--- config.mk ---
export PLATFORM = sky130hd
export DESIGN_NAME = key_stim
export DESIGN_NICKNAME = d
export VERILOG_FILES = /design/src/rtl/key_stim.sv
export SDC_FILE = /design/constraint.sdc
export NUM_CORES = 1
export LEC_CHECK = 0
export ABC_AREA = 0
export CAP_MARGIN = 20
export CORE_MARGIN = 8
export CORE_UTILIZATION = 48
export CTS_CLUSTER_DIAMETER = 50
export CTS_CLUSTER_SIZE = 12
export DETAILED_ROUTE_END_ITERATION = 6
export GPL_ROUTABILITY_DRIVEN = 0
export PLACE_DENSITY = 0.71
export SLEW_MARGIN = 20
export SYNTH_ARGS = -nofsm -noshare
export SYNTH_HDL_FRONTEND = slang
export SYNTH_HIERARCHICAL = 1
export SYNTH_SLANG_ARGS = --single-unit
--- constraint.sdc ---
create_clock -name in_clk -period 1.9 [get_ports in_clk]
set_input_delay 0.38 -clock in_clk [delete_from_list [all_inputs] [get_ports in_clk]]
set_output_delay 0.38 -clock in_clk [all_outputs]
set_load 0.01 [all_outputs]
--- src/rtl/key_stim.sv ---
// ---------------------------------------------------------------------------
// key_stim -- two-channel key stimulus generator (transmit end of the key
// interface). Each channel turns a single-cycle press request into a clean
// key level held for a programmed number of cycles, followed by a minimum
// release gap before the next request is accepted.
//
// Optional feature macro: KEY_BOUNCE_EN
//   When defined, each press and each release starts with a bounce burst:
//   BOUNCE_N toggle pairs, each half lasting BOUNCE_P cycles. When undefined
//   no bounce logic exists.
//
// Parameters:
//   HOLD_W      width of the hold-length inputs
//   GAP_CYCLES  key-released cycles after each press (>= 1)
//   BOUNCE_N    bounce toggle pairs per edge (KEY_BOUNCE_EN only, >= 1)
//   BOUNCE_P    cycles per bounce half-period (KEY_BOUNCE_EN only, >= 1)
//
// Ports:
//   in_clk          system clock
//   in_rst          asynchronous active-low reset
//   in_req_switch   switch channel press request
//   in_hold_switch  switch hold length, captured with the accepted request
//   in_req_reset    reset channel press request
//   in_hold_reset   reset hold length, captured with the accepted request
//   o_key_switch    switch key level, active-high
//   o_key_reset     reset key level, active-high
//   o_busy_switch   switch channel pressing or in gap
//   o_busy_reset    reset channel pressing or in gap
//   o_done_switch   one-cycle pulse when the switch channel returns to idle
//   o_done_reset    one-cycle pulse when the reset channel returns to idle
// ---------------------------------------------------------------------------

// One independent key channel. Ports: in_clk/in_rst as above, req/hold the
// press request and its hold length, key/busy/done the registered outputs.
module key_chan #(
  parameter int HOLD_W     = 16,
  parameter int GAP_CYCLES = 4,
  parameter int BOUNCE_N   = 3,
  parameter int BOUNCE_P   = 2
) (
  input  logic              in_clk,
  input  logic              in_rst,
  input  logic              req,
  input  logic [HOLD_W-1:0] hold,
  output logic              key,
  output logic              busy,
  output logic              done
);

  localparam int GAP_W = $clog2(GAP_CYCLES + 1);

  // Reject parameter values that would make a counter load zero and wrap.
  if (GAP_CYCLES < 1 || BOUNCE_N < 1 || BOUNCE_P < 1) begin : g_bad_param
    $error("key_chan: GAP_CYCLES, BOUNCE_N and BOUNCE_P must all be >= 1");
  end

`ifdef KEY_BOUNCE_EN
  localparam int HALF_W = $clog2(2 * BOUNCE_N + 1);
  localparam int PH_W   = $clog2(BOUNCE_P + 1);

  typedef enum logic [2:0] {
    IDLE,
    PRESS_BNC,
    PRESS,
    GAP_BNC,
    GAP
  } state_t;

  logic [HALF_W-1:0] half_q, half_d;
  logic [PH_W-1:0]   ph_q, ph_d;
`else
  typedef enum logic [1:0] {
    IDLE,
    PRESS,
    GAP
  } state_t;
`endif

  state_t            state_q, state_d;
  logic [HOLD_W-1:0] hold_q, hold_d;
  logic [GAP_W-1:0]  gap_q, gap_d;
  logic              key_q, key_d;
  logic              busy_q, busy_d;
  logic              done_q, done_d;

  always_ff @(posedge in_clk or negedge in_rst) begin
    if (!in_rst) begin
      state_q <= IDLE;
      hold_q  <= '0;
      gap_q   <= '0;
      key_q   <= 1'b0;
      busy_q  <= 1'b0;
      done_q  <= 1'b0;
`ifdef KEY_BOUNCE_EN
      half_q  <= '0;
      ph_q    <= '0;
`endif
    end else begin
      state_q <= state_d;
      hold_q  <= hold_d;
      gap_q   <= gap_d;
      key_q   <= key_d;
      busy_q  <= busy_d;
      done_q  <= done_d;
`ifdef KEY_BOUNCE_EN
      half_q  <= half_d;
      ph_q    <= ph_d;
`endif
    end
  end

  // Next-state logic also computes the next output values, so every output
  // comes straight from a flop and changes on the same edge as the state.
  always_comb begin
    state_d = state_q;
    hold_d  = hold_q;
    gap_d   = gap_q;
    key_d   = 1'b0;
    busy_d  = 1'b0;
    done_d  = 1'b0;
`ifdef KEY_BOUNCE_EN
    half_d  = half_q;
    ph_d    = ph_q;
`endif
    case (state_q)
      IDLE: begin
        if (req) begin
          // A zero hold still produces a one-cycle press.
          hold_d = (hold == '0) ? HOLD_W'(1) : hold;
          key_d  = 1'b1;
          busy_d = 1'b1;
`ifdef KEY_BOUNCE_EN
          state_d = PRESS_BNC;
          half_d  = HALF_W'(2 * BOUNCE_N);
          ph_d    = PH_W'(BOUNCE_P);
`else
          state_d = PRESS;
`endif
        end
      end

`ifdef KEY_BOUNCE_EN
      // Bounce burst: key flips every BOUNCE_P cycles for 2*BOUNCE_N halves,
      // starting high; the last half is low so the steady hold reads as a
      // fresh rising edge.
      PRESS_BNC: begin
        busy_d = 1'b1;
        if (ph_q == PH_W'(1)) begin
          ph_d = PH_W'(BOUNCE_P);
          if (half_q == HALF_W'(1)) begin
            state_d = PRESS;
            key_d   = 1'b1;
          end else begin
            half_d = half_q - 1'b1;
            key_d  = ~key_q;
          end
        end else begin
          ph_d  = ph_q - 1'b1;
          key_d = key_q;
        end
      end
`endif

      PRESS: begin
        busy_d = 1'b1;
        if (hold_q == HOLD_W'(1)) begin
          key_d = 1'b0;
`ifdef KEY_BOUNCE_EN
          state_d = GAP_BNC;
          half_d  = HALF_W'(2 * BOUNCE_N);
          ph_d    = PH_W'(BOUNCE_P);
`else
          state_d = GAP;
          gap_d   = GAP_W'(GAP_CYCLES);
`endif
        end else begin
          hold_d = hold_q - 1'b1;
          key_d  = 1'b1;
        end
      end

`ifdef KEY_BOUNCE_EN
      // Release bounce mirrors the press bounce: starts low, ends high.
      GAP_BNC: begin
        busy_d = 1'b1;
        if (ph_q == PH_W'(1)) begin
          ph_d = PH_W'(BOUNCE_P);
          if (half_q == HALF_W'(1)) begin
            state_d = GAP;
            gap_d   = GAP_W'(GAP_CYCLES);
            key_d   = 1'b0;
          end else begin
            half_d = half_q - 1'b1;
            key_d  = ~key_q;
          end
        end else begin
          ph_d  = ph_q - 1'b1;
          key_d = key_q;
        end
      end
`endif

      GAP: begin
        if (gap_q == GAP_W'(1)) begin
          state_d = IDLE;
          done_d  = 1'b1;
        end else begin
          gap_d  = gap_q - 1'b1;
          busy_d = 1'b1;
        end
      end

      default: begin
        state_d = IDLE;
      end
    endcase
  end

  assign key  = key_q;
  assign busy = busy_q;
  assign done = done_q;

endmodule

module key_stim #(
  parameter int HOLD_W     = 16,
  parameter int GAP_CYCLES = 4,
  parameter int BOUNCE_N   = 3,
  parameter int BOUNCE_P   = 2
) (
  input  logic              in_clk,
  input  logic              in_rst,
  input  logic              in_req_switch,
  input  logic [HOLD_W-1:0] in_hold_switch,
  input  logic              in_req_reset,
  input  logic [HOLD_W-1:0] in_hold_reset,
  output logic              o_key_switch,
  output logic              o_key_reset,
  output logic              o_busy_switch,
  output logic              o_busy_reset,
  output logic              o_done_switch,
  output logic              o_done_reset
);

  key_chan #(
    .HOLD_W    (HOLD_W),
    .GAP_CYCLES(GAP_CYCLES),
    .BOUNCE_N  (BOUNCE_N),
    .BOUNCE_P  (BOUNCE_P)
  ) u_switch (
    .in_clk(in_clk),
    .in_rst(in_rst),
    .req   (in_req_switch),
    .hold  (in_hold_switch),
    .key   (o_key_switch),
    .busy  (o_busy_switch),
    .done  (o_done_switch)
  );

  key_chan #(
    .HOLD_W    (HOLD_W),
    .GAP_CYCLES(GAP_CYCLES),
    .BOUNCE_N  (BOUNCE_N),
    .BOUNCE_P  (BOUNCE_P)
  ) u_reset (
    .in_clk(in_clk),
    .in_rst(in_rst),
    .req   (in_req_reset),
    .hold  (in_hold_reset),
    .key   (o_key_reset),
    .busy  (o_busy_reset),
    .done  (o_done_reset)
  );

endmodule

## Yosys cells after proc, flatten, opt, wreduce, memory -nomap -nowiden

Index checks and enable logic that the tools add are counted.

- Register bits after elaboration: 48
- Input bits: 36
- Output and inout port bits: 6
- Word-level logic and storage cells: 84

- $add $sub $neg: 4
- Equal/unequal tests: 18
- Multiplexer cells: 36
- Reduce and logical (&&, ||, !) cells: 14

Operators with widths:

| kind | count |
|---|---|
| 16-bit two-way mux | 6 |
| 16-bit one-hot mux with 2 select lines | 2 |
| 16-bit by 1-bit == test with 1-bit output, second input constant | 2 |
| 16-bit logical NOT | 2 |
| 16-bit by 1-bit subtractor with 16-bit output, second input constant | 2 |
| 3-bit AND reduction | 6 |
| 2-bit two-way mux | 6 |
| 3-bit two-way mux | 4 |
| 2-bit inequality test, second input constant | 6 |
| 2-bit one-hot mux with 3 select lines | 2 |
| 3-bit one-hot mux with 2 select lines | 2 |
| 1-bit two-way mux | 10 |
| 2-bit by 1-bit inequality test with 1-bit output, second input constant | 4 |
| 2-bit nonzero test | 4 |
| 3-bit by 1-bit == test with 1-bit output, second input constant | 2 |
| 1-bit one-hot mux with 3 select lines | 2 |
| 3-bit by 1-bit subtractor with 3-bit output, second input constant | 2 |
| 2-bit by 1-bit == test with 1-bit output, second input constant | 2 |
| 2-bit == test, second input constant | 2 |
| 2-bit logical NOT | 2 |
| 1-bit one-hot mux with 2 select lines | 2 |

## Depth between registers and ports, before layout

Gate-level depths: netlist (run 1).

- Word-level depth: 4
- Gate-level depth with buffers: 7

## Modules after synthesis

Netlist (run 1), hierarchy kept.

Modules (own cells, without submodules):

| module | cells each | area each (µm²) | times used |
|---|---|---|---|
| key_chan | 162 | 1501.4 | 2 |

## Least setup slack after synthesis (run 1)

No wires, ideal clock.

- Path kind: reg2reg
- From: register u_reset.hold_q[0]
- To: register u_reset.hold_q[14]
- Cell stages (with the launch flop): 7
- Setup slack: 0.268 ns
- Arrival time: 1.511 ns
- Period minus slack after synthesis: 1.632 ns
- Required time: 1.779 ns
- Path through: dfrtp_1 > inv_1 > ha_1 > nor3b_2 > and4_1 > o21ai_0 > a22o_1

- Word-level cells in the longest chain between the ends: 3
- Elaborated cells on any way between the ends: 6
- Those cells by class: add/sub (1); eq/ne (2); mux (2); reduce/logical (1)

Ends and longest elaborated chain:

| item | line | RTL |
|---|---|---|
| start: declaration | 80 | `logic [HOLD_W-1:0] hold_q, hold_d;` |
| start signal: assignment | 100 | `hold_q <= hold_d;` |
| 16-bit by 1-bit subtractor with 16-bit output or 16-bit by 1-bit == test with 1-bit output (tied branches) | 177, 166 |  |
| 16-bit two-way mux or 2-bit inequality test (tied branches) | n/a |  |
| 16-bit one-hot mux with 2 select lines or 3-bit AND reduction (tied branches) | n/a |  |

Parallel ways exist; a longest one is shown, timed or not. The select of a mux whose other input is x is not followed.
A chain may end at the register's enable or synchronous reset.

## Final worst setup path (run 1)

- From: register u_switch.hold_q[14]
- To: register u_switch.hold_q[15]

- Word-level cells in the longest chain between the ends: 3
- Elaborated cells on any way between the ends: 6
- Those cells by class: add/sub (1); eq/ne (2); mux (2); reduce/logical (1)

Ends and longest elaborated chain:

| item | line |
|---|---|
| start: declaration | 80 |
| start signal: assignment | 100 |
| 16-bit by 1-bit subtractor with 16-bit output or 16-bit by 1-bit == test with 1-bit output (tied branches) | 177, 166 |
| 16-bit two-way mux or 2-bit inequality test (tied branches) | n/a |
| 16-bit one-hot mux with 2 select lines or 3-bit AND reduction (tied branches) | n/a |

Parallel ways exist; a longest one is shown, timed or not. The select of a mux whose other input is x is not followed.

==> impl_results.html, run 1 <==
<table>
<tr><th>Metric</th><th>Value</th></tr>
<tr><th colspan="2">Run status</th></tr>
<tr><td>Run status</td><td>finished, final reports clean</td></tr>
<tr><th colspan="2">STA</th></tr>
<tr><td>Final slew viol count</td><td>0</td></tr>
<tr><td>Worst Slack Setup Final</td><td>just over 60 ps</td></tr>
<tr><td>Transition time at the pin with the least slew margin</td><td>532 ps</td></tr>
<tr><td>Post-route clock period utilization</td><td>0.967</td></tr>
<tr><td>Headroom to the max-slew limit</td><td>0.645</td></tr>
<tr><td>Tmin final</td><td>1840 ps</td></tr>
<tr><td>Setup violators final</td><td>0</td></tr>
<tr><td>Maximum achievable frequency</td><td>544 MHz</td></tr>
<tr><td>Post-route clock skew</td><td>4.46 ps</td></tr>
<tr><td>Final Hold Vio Count</td><td>0</td></tr>
<tr><td>Setup TNS</td><td>0 ps</td></tr>
<tr><th colspan="2">Setup path</th></tr>
<tr><td>CP Capture Type</td><td>register</td></tr>
<tr><td>Critical Path Max Stage Delay</td><td>460 ps</td></tr>
<tr><td>Depth of the worst register-to-register path</td><td>5</td></tr>
<tr><td>Critical Path Source Type</td><td>register</td></tr>
<tr><td>Worst EP required</td><td>between 2000 and 2500 ps</td></tr>
<tr><td>WS Path Type</td><td>reg2reg</td></tr>
<tr><td>Cells traversed along the worst timing path</td><td>nor4_2 &gt; nand4_2 &gt; o21ai_4 &gt; inv_2 &gt; a32o_1</td></tr>
<tr><td>Slowest cell on the critical path</td><td>nor4_2</td></tr>
<tr><td>Crit-path max FO</td><td>7</td></tr>
<tr><td>Data arrival time at the worst-slack endpoint</td><td>2030 ps</td></tr>
<tr><th colspan="2">Place</th></tr>
<tr><td>I/O Buffers</td><td>41</td></tr>
<tr><td>Minimum setup slack after placement</td><td>about 84 ps</td></tr>
<tr><td>Detailed placement HPWL</td><td>roughly 6000 µm</td></tr>
<tr><th colspan="2">Synth</th></tr>
<tr><td>#FFs+latches synth</td><td>48</td></tr>
<tr><td>Average cell area after synthesis</td><td>9.27 µm²</td></tr>
<tr><td>Synthesized instance count</td><td>324</td></tr>
<tr><td>Ys flop type</td><td>dfrtp_1</td></tr>
<tr><td>Fraction of synthesis flops using an asynchronous set or reset pin</td><td>1.00</td></tr>
<tr><td>Netlist area before placement</td><td>3000 µm²</td></tr>
<tr><td>Number of flops mapped to enable cells by yosys</td><td>0</td></tr>
<tr><td>Post-synthesis cell type count</td><td>52</td></tr>
<tr><td>Syn nets</td><td>roughly 370</td></tr>
<tr><td>Total number of yosys warnings</td><td>6</td></tr>
<tr><td>Fraction of the yosys area taken by sequential cells</td><td>0.400</td></tr>
<tr><th colspan="2">Route</th></tr>
<tr><td>Router iterations before antenna repair</td><td>5</td></tr>
<tr><td>Ratio of routed vias to standard cells</td><td>6.13</td></tr>
<tr><td>Number of violations reported at the end of detailed-routing iteration 0</td><td>298</td></tr>
<tr><td>Number of design rule violations left after detail routing</td><td>0</td></tr>
<tr><td>Routed length per instance</td><td>17.6 µm</td></tr>
<tr><td>Final wirelength</td><td>8090 µm</td></tr>
<tr><td>Via count</td><td>between 2,000 and 3,000</td></tr>
<tr><td>DRT antenna net count</td><td>0</td></tr>
<tr><th colspan="2">CTS</th></tr>
<tr><td>Clock edge transition at the registers on the reported setup and hold paths</td><td>around 80 ps</td></tr>
<tr><td>H-tree level count</td><td>2</td></tr>
<tr><td>Clock tree from TritonCTS</td><td>built</td></tr>
<tr><td>Clock insertion delay at the later pin of the skew report</td><td>around 310 ps</td></tr>
<tr><td>Clock sink count</td><td>48</td></tr>
<tr><td>Clock Path Buffers</td><td>2</td></tr>
<tr><td>Number of buffers added by the clock tree synthesis step</td><td>5</td></tr>
<tr><td>Clk root buf</td><td>clkbuf_8</td></tr>
<tr><th colspan="2">GRT</th></tr>
<tr><td>Total overflow reported by the global router</td><td>0</td></tr>
<tr><td>Wire length of the first global-routing pass</td><td>13,200 µm</td></tr>
<tr><td>Initial antenna violation count</td><td>0</td></tr>
<tr><td>Via count of the first global-routing pass</td><td>2,744</td></tr>
<tr><td>GRT Total Usage</td><td>0.183</td></tr>
<tr><td>Pin count of the biggest net entering global routing</td><td>49</td></tr>
<tr><th colspan="2">Pwr</th></tr>
<tr><td>Leak Pwr</td><td>roughly 0.0015 µW</td></tr>
<tr><td>Cell Int Power</td><td>2280 µW</td></tr>
<tr><td>Relative contribution of sequential cells to total power</td><td>0.482</td></tr>
<tr><td>Switching part of the total power</td><td>0.401</td></tr>
<tr><td>Cell area power density</td><td>1010 nW/µm²</td></tr>
<tr><td>Peak ir drop on the vdd network</td><td>between 0.5 and 0.6 mV</td></tr>
<tr><td>Share of power burned in combinational logic</td><td>0.364</td></tr>
<tr><td>Power share of the clock group</td><td>0.154</td></tr>
<tr><td>Net Switching</td><td>1520 µW</td></tr>
<tr><th colspan="2">Worst hold path</th></tr>
<tr><td>Class of the worst hold path</td><td>in2async</td></tr>
<tr><th colspan="2">Final layout</th></tr>
<tr><td>Highest-count cells in the layout ignoring fill and taps</td><td>47 x dfrtp_1, 40 x clkdlybuf4s50_1, 28 x nand2_1</td></tr>
<tr><td>Growth of design area from synthesis to finish</td><td>25.4%</td></tr>
<tr><td>Number of antenna diodes</td><td>0</td></tr>
<tr><td>Share of cells above drive strength 1</td><td>0.151</td></tr>
<tr><td>Nets</td><td>428</td></tr>
<tr><td>Finished Core Util</td><td>0.607</td></tr>
<tr><td>Commonest non-fill, non-tap cell in the layout</td><td>dfrtp_1</td></tr>
<tr><th colspan="2">Floorplanning</th></tr>
<tr><td>Core Area</td><td>6200 µm²</td></tr>
<tr><td>Number of top-level pins</td><td>42</td></tr>
<tr><td>Chip Height</td><td>95.1 µm</td></tr>
<tr><td>Floorplan die width</td><td>between 90 and 100 µm</td></tr>
<tr><td>Area of the die</td><td>9040 µm²</td></tr>
<tr><td>Number of rows in the core area</td><td>29</td></tr>
<tr><td>Starting Density</td><td>0.484</td></tr>
<tr><th colspan="2">Run</th></tr>
<tr><td>Max Cap Violations</td><td>0</td></tr>
</table>
==> cell type report <==
type                       count  area (µm²)
sequential                    48        1200
clock inverter                 1        5.00
fill                         529        2440
clock buffer                   6        72.6
tap                           77        96.3
multi-input combinational    240        1680
timing repair buffer          67         626
inverter                      22        82.6
==> cell usage after synthesis (all sizes together), types with 8 or more instances <==
cell type	number	area share
ha	8	0.033
dfrtp	48	0.40
a21oi	22	0.037
o22ai	8	0.017
nor2	16	0.020
nand2	28	0.035
buf	8	0.016
nor4	14	0.053
o21ai	34	0.059
nand4	8	0.021
inv	22	0.028
==> kinds of logic after synthesis <==
kind of cell	synth area share
and+or+nand+nor	0.238
AOI/OAI and AO/OA	0.258
buffers and inverters	0.0508
muxes	0.0200
adders and majority gates	0.0333
DFF	0.400
==> metrics by stage <==
| step | total power (µW) | area, µm² | std cells | hold WS [ps] |
|---|---|---|---|---|
| CTS | 3720 | 3720 | 460 | 49.9 |
| global route | 4070 | 3760 | 461 | 67.2 |
| floorplan | 2610 | 3000 | 324 | 84.4 |
| detailed placement | 3130 | 3650 | 453 | 384 |
| finish | 3800 | 3760 | 461 | 43.7 |
| global placement | 3090 | 3650 | 453 | 384 |
==> per-layer routing <==
layer | wire length [µm] | global-route usage | up-vias
met4 | 155 | 0.0728 | 0
met2 | 3800 | 0.274 | 120
met3 | 611 | 0.0402 | 15
met1 | 3530 | 0.252 | 1341
li1 | - | - | 1351
met5 | 0 | 0 | -
==> power groups by stage <==
stage	Clock (µW)	Combinational [µW]	Sequential, µW
after floorplan	0	859	1750
after global placement	0	1290	1800
after detailed placement	0	1310	1810
after CTS	602	1320	1790
after global routing	634	1550	1890
final	585	1380	1830
==> critical path: cells and delay by family (launching register included) <==
kind	cells	cell delay [ps]
buffers and inverters	1	130
DFF	1	430
AOI/OAI and AO/OA	2	480
and+or+nand+nor	2	690
==> registers in the layout, indices dropped and copies added (netlist names) <==
name	cells
u_reset/hold_q	16
u_switch/hold_q	16
u_reset/gap_q	3
u_switch/gap_q	3
u_reset/state_q	2
u_switch/state_q	2
u_reset/busy	1
u_reset/done	1
u_reset/key	1
u_switch/busy	1
u_switch/done	1
u_switch/key	1
==> worst paths after layout <==
check	start	end	slack [ps]
max	u_switch/hold_q[14]	u_switch/hold_q[15]	60
min	in_rst	u_switch/hold_q[14]	40
max reg2reg	u_switch/hold_q[14]	u_switch/hold_q[15]	60
min reg2reg	u_switch/gap_q[0]	u_switch/gap_q[0]	510
max in group asynchronous	in_rst	u_switch/hold_q[0]	1630
min in group in_clk	u_switch/gap_q[0]	u_switch/gap_q[0]	510
==> timing repair <==
| item | CTS | global route |
|---|---|---|
| resized for setup | 0 | 6 |
| endpoints found under the setup margin | 0 | 15 |
| hold buffers | 0 | 0 |
| buffers inserted | 0 | 1 |
Note: power is estimated with default switching activity, not from simulation.
==> run 2: changes to the inputs <==
--- a/config.mk
+++ b/config.mk
@@ -14,7 +14,8 @@
 export DETAILED_ROUTE_END_ITERATION = 6
 export GPL_ROUTABILITY_DRIVEN = 0
 export PLACE_DENSITY = 0.71
-export SLEW_MARGIN = 20
+export SKIP_CTS_REPAIR_TIMING = 1
+export SLEW_MARGIN = 25
 export SYNTH_ARGS = -nofsm -noshare
 export SYNTH_HDL_FRONTEND = slang
 export SYNTH_HIERARCHICAL = 1
==> results of run 2 <==
Same layout as run 1: the final DEF is identical, and so are final timing and power.
==> run 3: changes to the inputs <==
--- a/config.mk
+++ b/config.mk
@@ -12,8 +12,8 @@
 export CTS_CLUSTER_DIAMETER = 50
 export CTS_CLUSTER_SIZE = 12
 export DETAILED_ROUTE_END_ITERATION = 6
+export DONT_BUFFER_PORTS = 1
 export GPL_ROUTABILITY_DRIVEN = 0
-export PLACE_DENSITY = 0.71
 export SKIP_CTS_REPAIR_TIMING = 1
 export SLEW_MARGIN = 25
 export SYNTH_ARGS = -nofsm -noshare
==> impl_results.html, run 3 (synthesis gave the netlist of run 1 again) <==
<table>
<tr><th>Metric</th><th>Value</th></tr>
<tr><th colspan="2">Run status</th></tr>
<tr><td>Run status</td><td>finished, final reports clean</td></tr>
<tr><th colspan="2">STA</th></tr>
<tr><td>Final slew viol count</td><td>0</td></tr>
<tr><td>Post-route clock period utilization</td><td>0.935</td></tr>
<tr><td>Setup violators final</td><td>0</td></tr>
<tr><td>Setup TNS</td><td>0 ps</td></tr>
<tr><td>Transition time at the pin with the least slew margin</td><td>556 ps</td></tr>
<tr><td>Tmin final</td><td>around 1800 ps</td></tr>
<tr><td>Headroom to the max-slew limit</td><td>0.626</td></tr>
<tr><td>Final Hold Vio Count</td><td>0</td></tr>
<tr><td>Worst Slack Setup Final</td><td>123 ps</td></tr>
<tr><td>Post-route clock skew</td><td>~10 ps</td></tr>
<tr><td>Maximum achievable frequency</td><td>563 MHz</td></tr>
<tr><th colspan="2">Floorplanning</th></tr>
<tr><td>Area of the die</td><td>~9000 µm²</td></tr>
<tr><td>Starting Density</td><td>0.484</td></tr>
<tr><td>Number of top-level pins</td><td>between 40 and 50</td></tr>
<tr><td>Chip Height</td><td>95.1 µm</td></tr>
<tr><td>Number of rows in the core area</td><td>29</td></tr>
<tr><td>Core Area</td><td>6200 µm²</td></tr>
<tr><td>Floorplan die width</td><td>~95 µm</td></tr>
<tr><th colspan="2">Final layout</th></tr>
<tr><td>Growth of design area from synthesis to finish</td><td>11.4%</td></tr>
<tr><td>Area of all placed cells without fillers</td><td>3350 µm²</td></tr>
<tr><td>Highest-count cells in the layout ignoring fill and taps</td><td>48 x dfrtp_1, 28 x nand2_1, 23 x buf_4</td></tr>
<tr><td>Finished Core Util</td><td>0.539</td></tr>
<tr><td>Largest registers</td><td>u_reset/hold_q x16, u_switch/hold_q x16</td></tr>
<tr><td>Share of cells above drive strength 1</td><td>0.160</td></tr>
<tr><td>Number of antenna diodes</td><td>0</td></tr>
<tr><td>Commonest non-fill, non-tap cell in the layout</td><td>dfrtp_1</td></tr>
<tr><td>Layout filler cell count</td><td>582</td></tr>
<tr><td>Nets</td><td>approximately 390</td></tr>
<tr><th colspan="2">Setup path</th></tr>
<tr><td>Critical Path Max Stage Delay</td><td>460 ps</td></tr>
<tr><td>WS Path Type</td><td>reg2reg</td></tr>
<tr><td>Worst EP required</td><td>2080 ps</td></tr>
<tr><td>Crit-path max FO</td><td>8</td></tr>
<tr><td>Slowest cell on the critical path</td><td>dfrtp_1</td></tr>
<tr><td>Cells traversed along the worst timing path</td><td>inv_1 &gt; ha_1 &gt; nor3b_2 &gt; buf_4 &gt; and4_1 &gt; a22o_1 &gt; a22o_1</td></tr>
<tr><td>CP Capture Type</td><td>register</td></tr>
<tr><td>Critical path's most frequent cell</td><td>a22o_1</td></tr>
<tr><td>Critical Path Source Type</td><td>register</td></tr>
<tr><td>Data arrival time at the worst-slack endpoint</td><td>1960 ps</td></tr>
<tr><th colspan="2">GRT</th></tr>
<tr><td>Wire length of the first global-routing pass</td><td>12,700 µm</td></tr>
<tr><td>Initial antenna violation count</td><td>0</td></tr>
<tr><td>Pin count of the biggest net entering global routing</td><td>49</td></tr>
<tr><td>Via count of the first global-routing pass</td><td>2,546</td></tr>
<tr><td>GRT Total Usage</td><td>0.177</td></tr>
<tr><td>Total overflow reported by the global router</td><td>0</td></tr>
<tr><th colspan="2">Route</th></tr>
<tr><td>DRT antenna net count</td><td>0</td></tr>
<tr><td>Router iterations before antenna repair</td><td>5</td></tr>
<tr><td>Number of design rule violations left after detail routing</td><td>0</td></tr>
<tr><td>Routed length per instance</td><td>~18 µm</td></tr>
<tr><td>Number of violations reported at the end of detailed-routing iteration 0</td><td>163</td></tr>
<tr><td>Via count</td><td>2,634</td></tr>
<tr><td>Ratio of routed vias to standard cells</td><td>~6.3</td></tr>
<tr><td>Final wirelength</td><td>7710 µm</td></tr>
<tr><th colspan="2">Place</th></tr>
<tr><td>Minimum setup slack after placement</td><td>110 ps</td></tr>
<tr><td>Detailed placement HPWL</td><td>5660 µm</td></tr>
<tr><td>Post-placement cell area</td><td>3210 µm²</td></tr>
<tr><td>I/O Buffers</td><td>0</td></tr>
<tr><th colspan="2">CTS</th></tr>
<tr><td>Number of buffers added by the clock tree synthesis step</td><td>5</td></tr>
<tr><td>Clock sink count</td><td>between 40 and 50</td></tr>
<tr><td>Clk root buf</td><td>clkbuf_8</td></tr>
<tr><td>Clock insertion delay at the later pin of the skew report</td><td>300 ps</td></tr>
<tr><td>H-tree level count</td><td>2</td></tr>
<tr><td>Clock Path Buffers</td><td>2</td></tr>
<tr><td>Clock tree from TritonCTS</td><td>built</td></tr>
<tr><td>Clock edge transition at the registers on the reported setup and hold paths</td><td>90 ps</td></tr>
<tr><th colspan="2">Pwr</th></tr>
<tr><td>Peak ir drop on the vdd network</td><td>0.662 mV</td></tr>
<tr><td>Cell area power density</td><td>1100 nW/µm²</td></tr>
<tr><td>Leak Pwr</td><td>0.00133 µW</td></tr>
<tr><th colspan="2">Worst hold path</th></tr>
<tr><td>Class of the worst hold path</td><td>in2reg</td></tr>
<tr><th colspan="2">Run</th></tr>
<tr><td>Max Cap Violations</td><td>0</td></tr>
</table>
[run 3: cell types whose count changed in the layout (fill, tap and decap cells not counted), sizes merged]
cell           before  now
buf                27   25
dlygate4sd3         0    1
clkdlybuf4s50      40    0
[run 3: worst paths after layout]
path                                         start             endpoint  slack [ps]  cells after the start
worst max register to register  u_switch/hold_q[0]  u_switch/hold_q[14]         120                      7
worst min register to register   u_switch/gap_q[0]    u_switch/gap_q[0]         500                      1
min in group asynchronous                   in_rst   u_reset/hold_q[11]         580                      2
worst max-delay path            u_switch/hold_q[0]  u_switch/hold_q[14]         120                      7
worst min-delay path              in_hold_reset[3]    u_reset/hold_q[3]         260                      2
max in group asynchronous                   in_rst    u_switch/gap_q[1]        1090                      2
[run 3: power breakdown]
group	total [µW]	internal [µW]	switching, µW
registers	1790	1340	450
clock network	572	251	321
logic	1310	638	667
total	3670	2230	1440
[run 3: final cells by class]
| cell class | instances | area, µm² | area share |
|---|---|---|---|
| clock buffers | 6 | 72.6 | 0.0217 |
| clock inverters | 1 | 5.00 | 0.00150 |
| inverters | 22 | 82.6 | 0.0247 |
| multi-input cells | 240 | 1660 | 0.496 |
| flip-flops and latches | 48 | 1200 | 0.359 |
| well taps | 77 | 96.3 | 0.0288 |
| repair buffers | 26 | 230 | 0.0688 |
[run 3: routing by layer]
layer	vias to the layer above	GRT usage	wire, µm
li1	1272	-	-
met1	1285	0.246	3560
met2	73	0.274	3620
met3	4	0.0417	491
met4	0	0.0377	38
met5	-	0	0
[run 3: worst max-delay path: cells and delay by family (launching register included)]
family | cells | cell delay [ps]
compound gates | 2 | 350
fa+ha+maj | 1 | 220
buf+inv | 2 | 270
flops | 1 | 460
simple gates | 2 | 360
[run 3: stage by stage]
stage / hold slack (ps) / std cells / total power (µW)
6_report: 263 / 420 / 3670
3_5_place_dp: 86.8 / 409 / 3040
5_1_grt: 267 / 420 / 3960
3_3_place_gp: 86.3 / 409 / 3020
2_1_floorplan: 84.4 / 324 / 2610
4_1_cts: -241 / 416 / 3620
